<file path="config.mk">
export PLATFORM = sky130hd
export DESIGN_NAME = window_trend_counter
export DESIGN_NICKNAME = d
export VERILOG_FILES = /design/src/rtl/window_trend_counter.sv
export SDC_FILE = /design/constraint.sdc
export NUM_CORES = 1
export LEC_CHECK = 0
export CORE_UTILIZATION = 40
export CTS_BUF_LIST = sky130_fd_sc_hd__clkbuf_4
export CTS_CLUSTER_SIZE = 12
export DETAILED_ROUTE_END_ITERATION = 10
export HOLD_SLACK_MARGIN = 0.02
export SYNTH_ARGS = -nofsm -noshare
export SYNTH_HDL_FRONTEND = slang
export SYNTH_SLANG_ARGS = --single-unit
</file>
<file path="constraint.sdc">
create_clock -name I_CLK -period 4.04 [get_ports I_CLK]
set_input_delay 0.404 -clock I_CLK [delete_from_list [all_inputs] [get_ports I_CLK]]
set_output_delay 0.404 -clock I_CLK [all_outputs]
set_load 0.01 [all_outputs]
</file>
<file path="src/rtl/window_trend_counter.sv">
// window_trend_counter: counts sliding-window sum trend hits by comparing each new sample to the one leaving the window
module window_trend_counter #(
  parameter int DATA_WIDTH  = 32,
  parameter int WINDOW      = 3,
  parameter int COUNT_WIDTH = 32
) (
  input  logic                   I_CLK,
  input  logic                   I_RSTN,
  input  logic                   I_CLEAR,
  input  logic [1:0]             I_MODE,
  input  logic                   I_VALID,
  output logic                   O_READY,
  input  logic [DATA_WIDTH-1:0]  I_DATA,
  input  logic                   I_LAST,
  output logic [COUNT_WIDTH-1:0] O_COUNT,
  output logic                   O_SAT,
  output logic                   O_DONE
);
  localparam int FW = $clog2(WINDOW + 1);
  localparam int SW = WINDOW * DATA_WIDTH;
  typedef enum logic [1:0] {FILL, RUN, DONE} state_t;
  state_t state_q, state_d;
  logic [FW-1:0] fill_q, fill_d;
  logic [SW-1:0] win_q, win_d;
  logic [COUNT_WIDTH-1:0] count_q, count_d;
  logic sat_q, sat_d;
  logic accept, hit;
  logic [DATA_WIDTH-1:0] oldest;
  assign O_READY = state_q != DONE;
  assign O_DONE  = state_q == DONE;
  assign O_COUNT = count_q;
  assign O_SAT   = sat_q;
  assign accept  = I_VALID & O_READY;
  assign oldest  = win_q[SW-1 -: DATA_WIDTH];
  always_comb begin
    hit = I_MODE == 2'd0 ? I_DATA > oldest :
          I_MODE == 2'd1 ? I_DATA < oldest :
          I_MODE == 2'd2 ? I_DATA == oldest : I_DATA >= oldest;
  end
  always_comb begin
    state_d = state_q;
    fill_d  = fill_q;
    win_d   = win_q;
    count_d = count_q;
    sat_d   = sat_q;
    if (accept) begin
      win_d = SW'({win_q, I_DATA});
      if (state_q == FILL) begin
        fill_d  = fill_q + FW'(1);
        state_d = fill_q == FW'(WINDOW - 1) ? RUN : FILL;
      end else if (hit) begin
        count_d = &count_q ? count_q : count_q + COUNT_WIDTH'(1);
        sat_d   = sat_q | (&count_q);
      end
      if (I_LAST) state_d = DONE;
    end
  end
  always_ff @(posedge I_CLK) begin
    if (!I_RSTN || I_CLEAR) begin
      state_q <= FILL;
      fill_q  <= '0;
      count_q <= '0;
      sat_q   <= 1'b0;
    end else begin
      state_q <= state_d;
      fill_q  <= fill_d;
      count_q <= count_d;
      sat_q   <= sat_d;
    end
  end
  always_ff @(posedge I_CLK) win_q <= win_d;
endmodule

</file>
### After elaboration in Yosys (flattened, before gate mapping)

Cells that the tools add are included.

* add/sub/neg operators: 2
* multipliers: 0
* div/mod/pow operators: 0
* $lt $le $gt $ge: 3
* eq/ne operators: 6
* shifts and indexed selects: 0
* muxes and demuxes: 6
* bitwise gates (word level): 4
* reductions and logical operators: 10

Operators with widths (number)
* $add 32x1->32 const B: 1
* $eq 32x32->1: 1
* $ge 32x32->1: 1
* $gt 32x32->1: 1
* $lt 32x32->1: 1
* $reduce_and 32->1: 1
* $eq 2x2->1 const B: 3
* $logic_not 2->1: 2
* $mux 1: 4
* $mux 2: 2
* $reduce_and 2->1: 2
* $reduce_and 4->1: 1
* $reduce_and 3->1: 1
* $add 2x1->2 const B: 1
* $eq 2x1->1 const B: 1
* $ne 2x2->1 const B: 1
* $not 1->1: 2
* $reduce_bool 2->1: 1
* $and 1x1->1: 1
* $logic_not 1->1: 1
* $logic_or 1x1->1: 1
* $or 1x1->1: 1

* bits in registers: 133
* bits in latches: 0
* bits in writable memories: 0
* bits in read-only memories: 0
* output and inout port bits: 35
* logic and storage cells: 36
* memories: 0

### Logic depth before layout (Yosys ltp)

Gate-level depths: netlist of the first run.

* word-level depth: 5
* gate-level depth with buffers: 12
* depth with buffers taken out: 10

### Worst setup path before layout of the first run

Ideal clock, no wire load.

* path kind: register -> register
* start point: register state_q[0]
* end point: register win_q[0], enable pin
* setup time: 0.466 ns
* arrival time: 2.809 ns
* data required time: 3.574 ns
* slack: 0.765 ns
* cell stages (with the launch flop): 3
* path buffers: 0
* period minus slack after synthesis: 3.275 ns
* cell sequence: dfxtp_1 > nand2b_1 > and2_1

* longest elaborated chain between the ends: 2

RTL lines
* start, declared: line 22 `state_t state_q, state_d;`
* start signal, assigned: line 65 `state_q <= state_d;`
* $ne 2x2->1: line 29 `assign O_READY = state_q != DONE;`
* named net O_READY: line 12 `output logic O_READY,`
* $and 1x1->1: line 33 `assign accept = I_VALID & O_READY;`
* named net accept: line 27 `logic accept, hit;`
* end signal, assigned: line 71 `always_ff @(posedge I_CLK) win_q <= win_d;`
* end, declared: line 24 `logic [SW-1:0] win_q, win_d;`

The timed path passes the listed nets, and every way through them passes these cells.
A chain may end at the register's enable or synchronous reset.

### Worst setup path after layout of the first run

* start point: register win_q[74]
* end point: register count_q[4] (netlist: O_COUNT[4])

* longest elaborated chain between the ends: 5

RTL lines
* $ge 32x32->1 or $eq 32x32->1 (tied branches): line 38 `I_MODE == 2'd2 ? I_DATA == oldest : I_DATA >= oldest;`
* $mux 1: line 38
* $mux 1: line 37 `I_MODE == 2'd1 ? I_DATA < oldest :`
* $mux 1 (*): line 36 `hit = I_MODE == 2'd0 ? I_DATA > oldest :`
* $reduce_and 4->1 (no line) (*)
* end signal, assigned: line 67 `count_q <= count_d;`
* end, declared: line 25 `logic [COUNT_WIDTH-1:0] count_q, count_d;`

Mark *: on every way between the ends. The rest lies on a longest branch, timed or not.

==> results of run 1 <==
logic make-up (layout without fill, tap and decap cells):
group                      after synthesis  in the layout
buffers and inverters                   53            147
and+or+nand+nor                        155            155
adders and majority gates               34             34
DFF                                    133            133
xor gates and xnor gates                 1              1
muxes                                    4              4
AOI/OAI and AO/OA                       83             83
cell usage in the layout, fill, tap and decap left out, types with 2 or more instances in the layout:
cell type,Yosys,routed
and4_1,2,2
clkdlybuf4s50_1,0,73
nand3_1,18,18
edfxtp_1,96,96
a221oi_1,2,2
nor3_1,3,3
or3_1,25,25
nand4_2,2,2
clkinv_2,0,3
o211ai_1,7,7
nor2_1,13,13
inv_1,38,38
mux2i_1,3,3
a211oi_1,4,4
a21oi_1,34,34
or4_1,17,17
nor3b_1,2,2
buf_4,0,5
nand2_1,32,32
dfxtp_1,37,37
clkinvlp_4,0,4
ha_1,34,34
clkbuf_4,0,19
nor2b_1,4,4
nand4_1,17,17
nand2b_1,4,4
o21ai_0,24,24
nor4_1,4,4
o21a_1,2,2
a31oi_1,2,2
and3_1,5,5
clkinv_1,0,4
sequential cells by signal, indices dropped and copies added, names as in the netlist:
name and cells:
win_q 96, O_COUNT 32, fill_q 2, state_q 2, O_SAT 1
power by group:
group          internal, mW  switching (mW)  leakage, nW
combinational        0.0830           0.123         1.11
sequential             1.53          0.0170         1.23
clock                 0.303           0.461        0.120
worst max-delay path: stages (launching register included):
cell,delay [ps]
edfxtp_1,390
inv_1,80
ha_1,240
a21oi_1,150
nand2_1,70
a221oi_1,360
o211ai_2,140
a21oi_2,220
mux2_4,510
or4_1,560
a21oi_1,140
worst max path at each step:
stage	startpoint	to	slack, ps
final	win_q[74]	O_COUNT[4]	1090
after global routing	win_q[71]	O_COUNT[4]	810
after CTS	win_q[74]	O_COUNT[4]	1050
after detailed placement	I_DATA[14]	O_COUNT[4]	550
after global placement	I_DATA[14]	O_COUNT[4]	610
after floorplan	state_q[0]	win_q[0]	760
stage by stage:
| stage | setup WS, ps | utilization | std cells | power (mW) | cell area [µm²] |
|---|---|---|---|---|---|
| finish | 1094 | 0.4949 | 737 | 2.521 | 6869 |
| detailed placement | 547.9 | 0.4781 | 706 | 1.791 | 6636 |
| global placement | 612.1 | 0.4781 | 706 | 1.781 | 6636 |
| global route | 813.7 | 0.4949 | 737 | 2.643 | 6869 |
| floorplan | 764.8 | - | 463 | 1.707 | 5709 |
| CTS | 1048 | 0.4949 | 737 | 2.564 | 6869 |
metal layers:
layer	vias to the layer above	track usage	wire, µm
li1	1916	-	-
met1	1839	0.2352	5664
met2	96	0.2464	5139
met3	12	0.05122	611
met4	0	0.06790	131
met5	-	0	0
synth_stat cells (all sizes together), types with 5 or more instances:
master,number
edfxtp,96
inv,38
dfxtp,37
a21oi,35
ha,34
nand2,33
o21ai,25
or3,25
nand4,19
nand3,18
or4,17
nor2,13
clkbuf,10
o211ai,8
and3,6
buf,5
nor4,5
final cells by class:
| type | count | area [µm²] | area share |
|---|---|---|---|
| clock buffer | 19 | 142.6 | 0.02077 |
| multi-input combinational | 277 | 1877 | 0.2732 |
| sequential | 133 | 3623 | 0.5275 |
| tap | 180 | 225.2 | 0.03279 |
| timing repair buffer | 78 | 768.2 | 0.1118 |
| inverter | 38 | 142.6 | 0.02077 |
| clock inverter | 12 | 90.09 | 0.01311 |
==> run metrics, run 1 <==
Hold Crit Depth=0; ys flop type=edfxtp_1; Global Route Usage Sum=0.1697; first-pass GRT wire length=18,760 µm; area leader, netlist=edfxtp_1; XOR/XNOR Fraction of Synth Area=0.001534; Core Region=13,880 µm²; asr flop ratio synth=0; Crit Path Category=register to register; worst slew pin tran=1116 ps; worst flop-to-flop path startpoint=win_q[74]; crit path max fanout=58; min-delay src=win_q[12]; largest net degree at the start of global routing=60; CTS Sinks=133; number of max-cap violations=0; mux contribution to synthesized area=0.007890; GP Congestion=0.8198; Reg2Reg Depth=10; main combinational cell family by area after synthesis=simple AND/OR/NAND/NOR gates; fill cell count=1,235; Post-DP HPWL=7933 µm; Total Nets Final=618; kind of start point of the critical path=register; Hold EP=win_q[44]; status=finished clean; Setup crit end kind=register; Ant. Diodes=0; Syn Inst Count=463; register bit total from synthesis=133; final setup vio count=0; Hold Path Class=register to register; PD cells=367.0 nW/µm²; Hold Fails Final Rpt=0; minimum clock period=2946 ps; DRC=0; CTS tree=done; Area Growth Syn to Fin=20.32%; Max clock buf depth=2; sequential area share after synthesis=0.6347; Fin Setup TNS=0 ps; Die H=121.5 µm; vias in the first global route=3,757; Die Wd=121.5 µm; clk_lat worst skew=530 ps; Post-synth EDFFs=96; leak pwr=2.460 nW; CTS Root Cell=clkbuf_4; Top Ports=74; Slew Viols, Final=0; compound-gate portion of the synthesized area=0.08679; relative slew slack=0.2546; syn avg cell area=12.33 µm²; Crit path arrival time=3400 ps; post-synth net total=536; Initial Util=0.4113; top post-synthesis cells by area=edfxtp_1 (50%), dfxtp_1 (13%), ha_1 (7.5%), a21oi_1 (3.0%), or3_1 (2.7%); Rows=43; reg2reg setup slack=1090 ps; initial antenna violation count=0; Fin Clk Skew=18.46 ps; fraction of layout cells with a size suffix above 1=0.07720; Post-Synth Adder-Cell Area=0.07451; post-CTS sizing=0; reg-to-reg critical path endpoint=O_COUNT[4]; H-Tree Depth=4; Die ar.=14,760 µm²; final worst-path cycle share=0.7292; port bufs=73; clock slew at reported path FFs=110 ps; total wire length=11,550 µm; Synth Area in Simple Gates=0.1576; TritonRoute pass-1 iters=4; ANT nets after route=0; VDD IR max=0.1661 mV; via count=3,863; Cell Area, Synth=5709 µm²; synth unique cells=47; Post-CTS Setup Inserts=0; CTS buffer count=17; vias per inst=5.242; FMAX=0.3395 GHz; DR WL/cell=15.67 µm; yosys warns=0; grt ovf=0; Worst Path Required=4490 ps; hold slack=424.6 ps; RSZ-0062 raised after global routing=no; post-synth top area share=0.5049; DR iter-0 viols=345; Hold-fix buffers, CTS=0
Note: power is estimated with default switching activity, not from simulation.
==> run 2: changes to the inputs <==
==> constraint.sdc (replaced) <==
create_clock -name I_CLK -period 2.8 [get_ports I_CLK]
set_input_delay 0.28 -clock I_CLK [delete_from_list [all_inputs] [get_ports I_CLK]]
set_output_delay 0.28 -clock I_CLK [all_outputs]
set_load 0.01 [all_outputs]
==> run 2 against run 1 <==
  * Critical endpoint is now O_COUNT[12]
  * Flip-flop and latch count unchanged
  * Largest power group unchanged
  * Die area unchanged
  * Power up 54%
  * Design area up 7.3%
  * The run now ends with setup timing left
  * Clock power up 58%
==> run metrics, run 2 (synthesis results as in run 1) <==
status=finished with violations; failing checks=setup timing; Setup crit end kind=register; Worst Path Required=3260 ps (-1230 ps); vias in the first global route=4,019 (+7.0%); PD cells=525.4 nW/µm² (+43%); crit path max fanout=7 (-88%); Hold Path Class=input pin to register; relative slew slack=0.3558 (+0.1012); TritonRoute pass-1 iters=4 (unchanged); Worst setup startpoint=win_q[73]; fill cell count=1,206 (-2.3%); Final WS setup=-43.47 ps (-1138 ps); most frequent cells in the layout=edfxtp_1 (96), clkdlybuf4s50_1 (73), dfxtp_1 (37); max reg flops=96 (unchanged); Crit Path Category=register to register; initial antenna violation count=0 (unchanged); DR iter-0 viols=264 (-23%); fraction of layout cells with a size suffix above 1=0.1698 (+0.09258); post-route design area=7368 µm² (+7.3%); commonest non-fill, non-tap cell in the layout=edfxtp_1; ANT nets after route=0 (unchanged); final setup vio count=13 (+13); worst slew pin tran=966.3 ps (-149.5 ps); CTS Root Cell=clkbuf_4; Ant. Diodes=0 (unchanged); FMAX=0.3517 GHz (+3.6%); Post-DP HPWL=8265 µm (+4.2%); # placed instances=733 (+3.8%); port bufs=73 (unchanged); largest net degree at the start of global routing=42 (-30%); min-delay src=I_DATA[20]; CTS buffer count=17 (unchanged); Die Wd=121.5 µm (unchanged); grt ovf=0 (unchanged); Top Ports=74 (unchanged); vias per inst=5.332 (+1.7%); Die ar.=14,760 µm² (unchanged); GP Congestion=0.7910 (-3.5%); total wire length=12,500 µm (+8.3%); Global Route Usage Sum=0.1749 (+0.005209); final worst-path cycle share=1.016 (+0.2864); Slew Viols, Final=0 (unchanged); via count=4,100 (+6.1%); Hold Fails Final Rpt=0 (unchanged); Cell Area, Placed=6877 µm² (+3.6%); kind of start point of the critical path=register; hold slack=328.3 ps (-96.29 ps); first-pass GRT wire length=19,540 µm (+4.2%); worst flop-to-flop path startpoint=win_q[73]; DRC=0 (unchanged); Die H=121.5 µm (unchanged); RSZ-0062 raised after global routing=yes; DR WL/cell=16.26 µm (+3.8%); CTS tree=done; number of max-cap violations=0 (unchanged); H-Tree Depth=4 (unchanged); Area Growth Syn to Fin=29.06%; Initial Util=0.4113 (unchanged); clk_lat worst skew=540 ps (about the same); minimum clock period=2843 ps (-102.4 ps); leak pwr=2.706 nW (+10%); Largest Register=win_q; CTS Sinks=133 (unchanged); Place WS=-469.2 ps (-1017 ps); Core Region=13,880 µm² (unchanged); VDD IR max=0.2365 mV (+42%); Total Nets Final=650 (+5.2%); Hold-fix buffers, CTS=0 (unchanged); Crit path arrival time=3310 ps (-90 ps); Post-Layout Cell Count=769 (+4.3%); clock slew at reported path FFs=120 ps (about the same); Rows=43 (unchanged); Max clock buf depth=2 (unchanged); Fin Clk Skew=19.98 ps (+1.517 ps)
-- run 2: changes by cell type in the layout (fill, tap and decap cells not counted), sizes merged --
cell,change
clkinv,+1
buf,+29
bufinv,+1
clkbuf,+3
clkinvlp,-2
-- run 2: final timing paths --
check / depth (start not counted) / slack (ps) / endpoint
worst max register to register: 11 / -40 / O_COUNT[12]
worst min register to register: 0 / 420 / win_q[73]
worst max-delay path: 11 / -40 / O_COUNT[12]
worst min-delay path: 1 / 330 / win_q[20]
-- run 2: layout make-up --
type,instances,area [µm²],share of cell area
Sequential cell,133,3623,0.4918
Multi-Input combinational cell,277,2014,0.2734
Timing Repair Buffer,110,1106,0.1501
Tap cell,180,225.2,0.03057
Clock buffer,19,142.6,0.01936
Inverter,38,142.6,0.01936
Clock inverter,12,113.9,0.01545
-- run 2: stage by stage --
step | total power [mW] | util | TNS [ps]
2_1_floorplan | 2.460 | - | 0
3_3_place_gp | 2.618 | 0.4954 | -9706
3_5_place_dp | 2.634 | 0.4954 | -12530
4_1_cts | 3.847 | 0.5152 | 0
5_1_grt | 4.032 | 0.5308 | -3004
6_report | 3.871 | 0.5308 | -245.7
-- run 2: power breakdown --
| group | switching [mW] | total (mW) | internal, mW | leakage, nW |
|---|---|---|---|---|
| clock | 0.683 | 1.21 | 0.528 | 0.138 |
| combinational | 0.220 | 0.423 | 0.203 | 1.34 |
| sequential | 0.0247 | 2.24 | 2.21 | 1.23 |
-- run 2: metal layers --
| layer | global-route usage | vias to the layer above | routed length (µm) |
|---|---|---|---|
| met5 | 0 | - | 0 |
| met4 | 0.06481 | 0 | 135 |
| met3 | 0.05498 | 12 | 621 |
| met2 | 0.2756 | 100 | 5950 |
| met1 | 0.2244 | 2002 | 5797 |
| li1 | - | 1986 | - |
-- run 2: critical path, stage by stage, from the launching register on --
cell	delay (ps)
edfxtp_1	350
inv_1	50
ha_1	300
nand4_1	230
nor4_4	370
buf_4	160
and3_4	190
a211oi_2	40
mux2_4	360
buf_12	160
or4_4	480
o21ai_2	70
-- run 2: what timing repair did --
| item | in CTS | in global routing |
|---|---|---|
| gates cloned | 0 | 3 |
| gates resized for setup | 3 | 38 |
| pin swaps | 1 | 26 |
| endpoints found under the hold margin | 0 | 0 |
| buffers inserted | 0 | 2 |
| endpoints found under the setup margin | 25 | 33 |
==> run 3: changes to the inputs <==
--- a/config.mk
+++ b/config.mk
@@ -10,6 +10,7 @@
 export CTS_CLUSTER_SIZE = 12
 export DETAILED_ROUTE_END_ITERATION = 10
 export HOLD_SLACK_MARGIN = 0.02
+export SLEW_MARGIN = 25
 export SYNTH_ARGS = -nofsm -noshare
 export SYNTH_HDL_FRONTEND = slang
 export SYNTH_SLANG_ARGS = --single-unit
==> results of run 3 <==
Same layout as run 2: the final DEF is identical, and so are final timing and power.
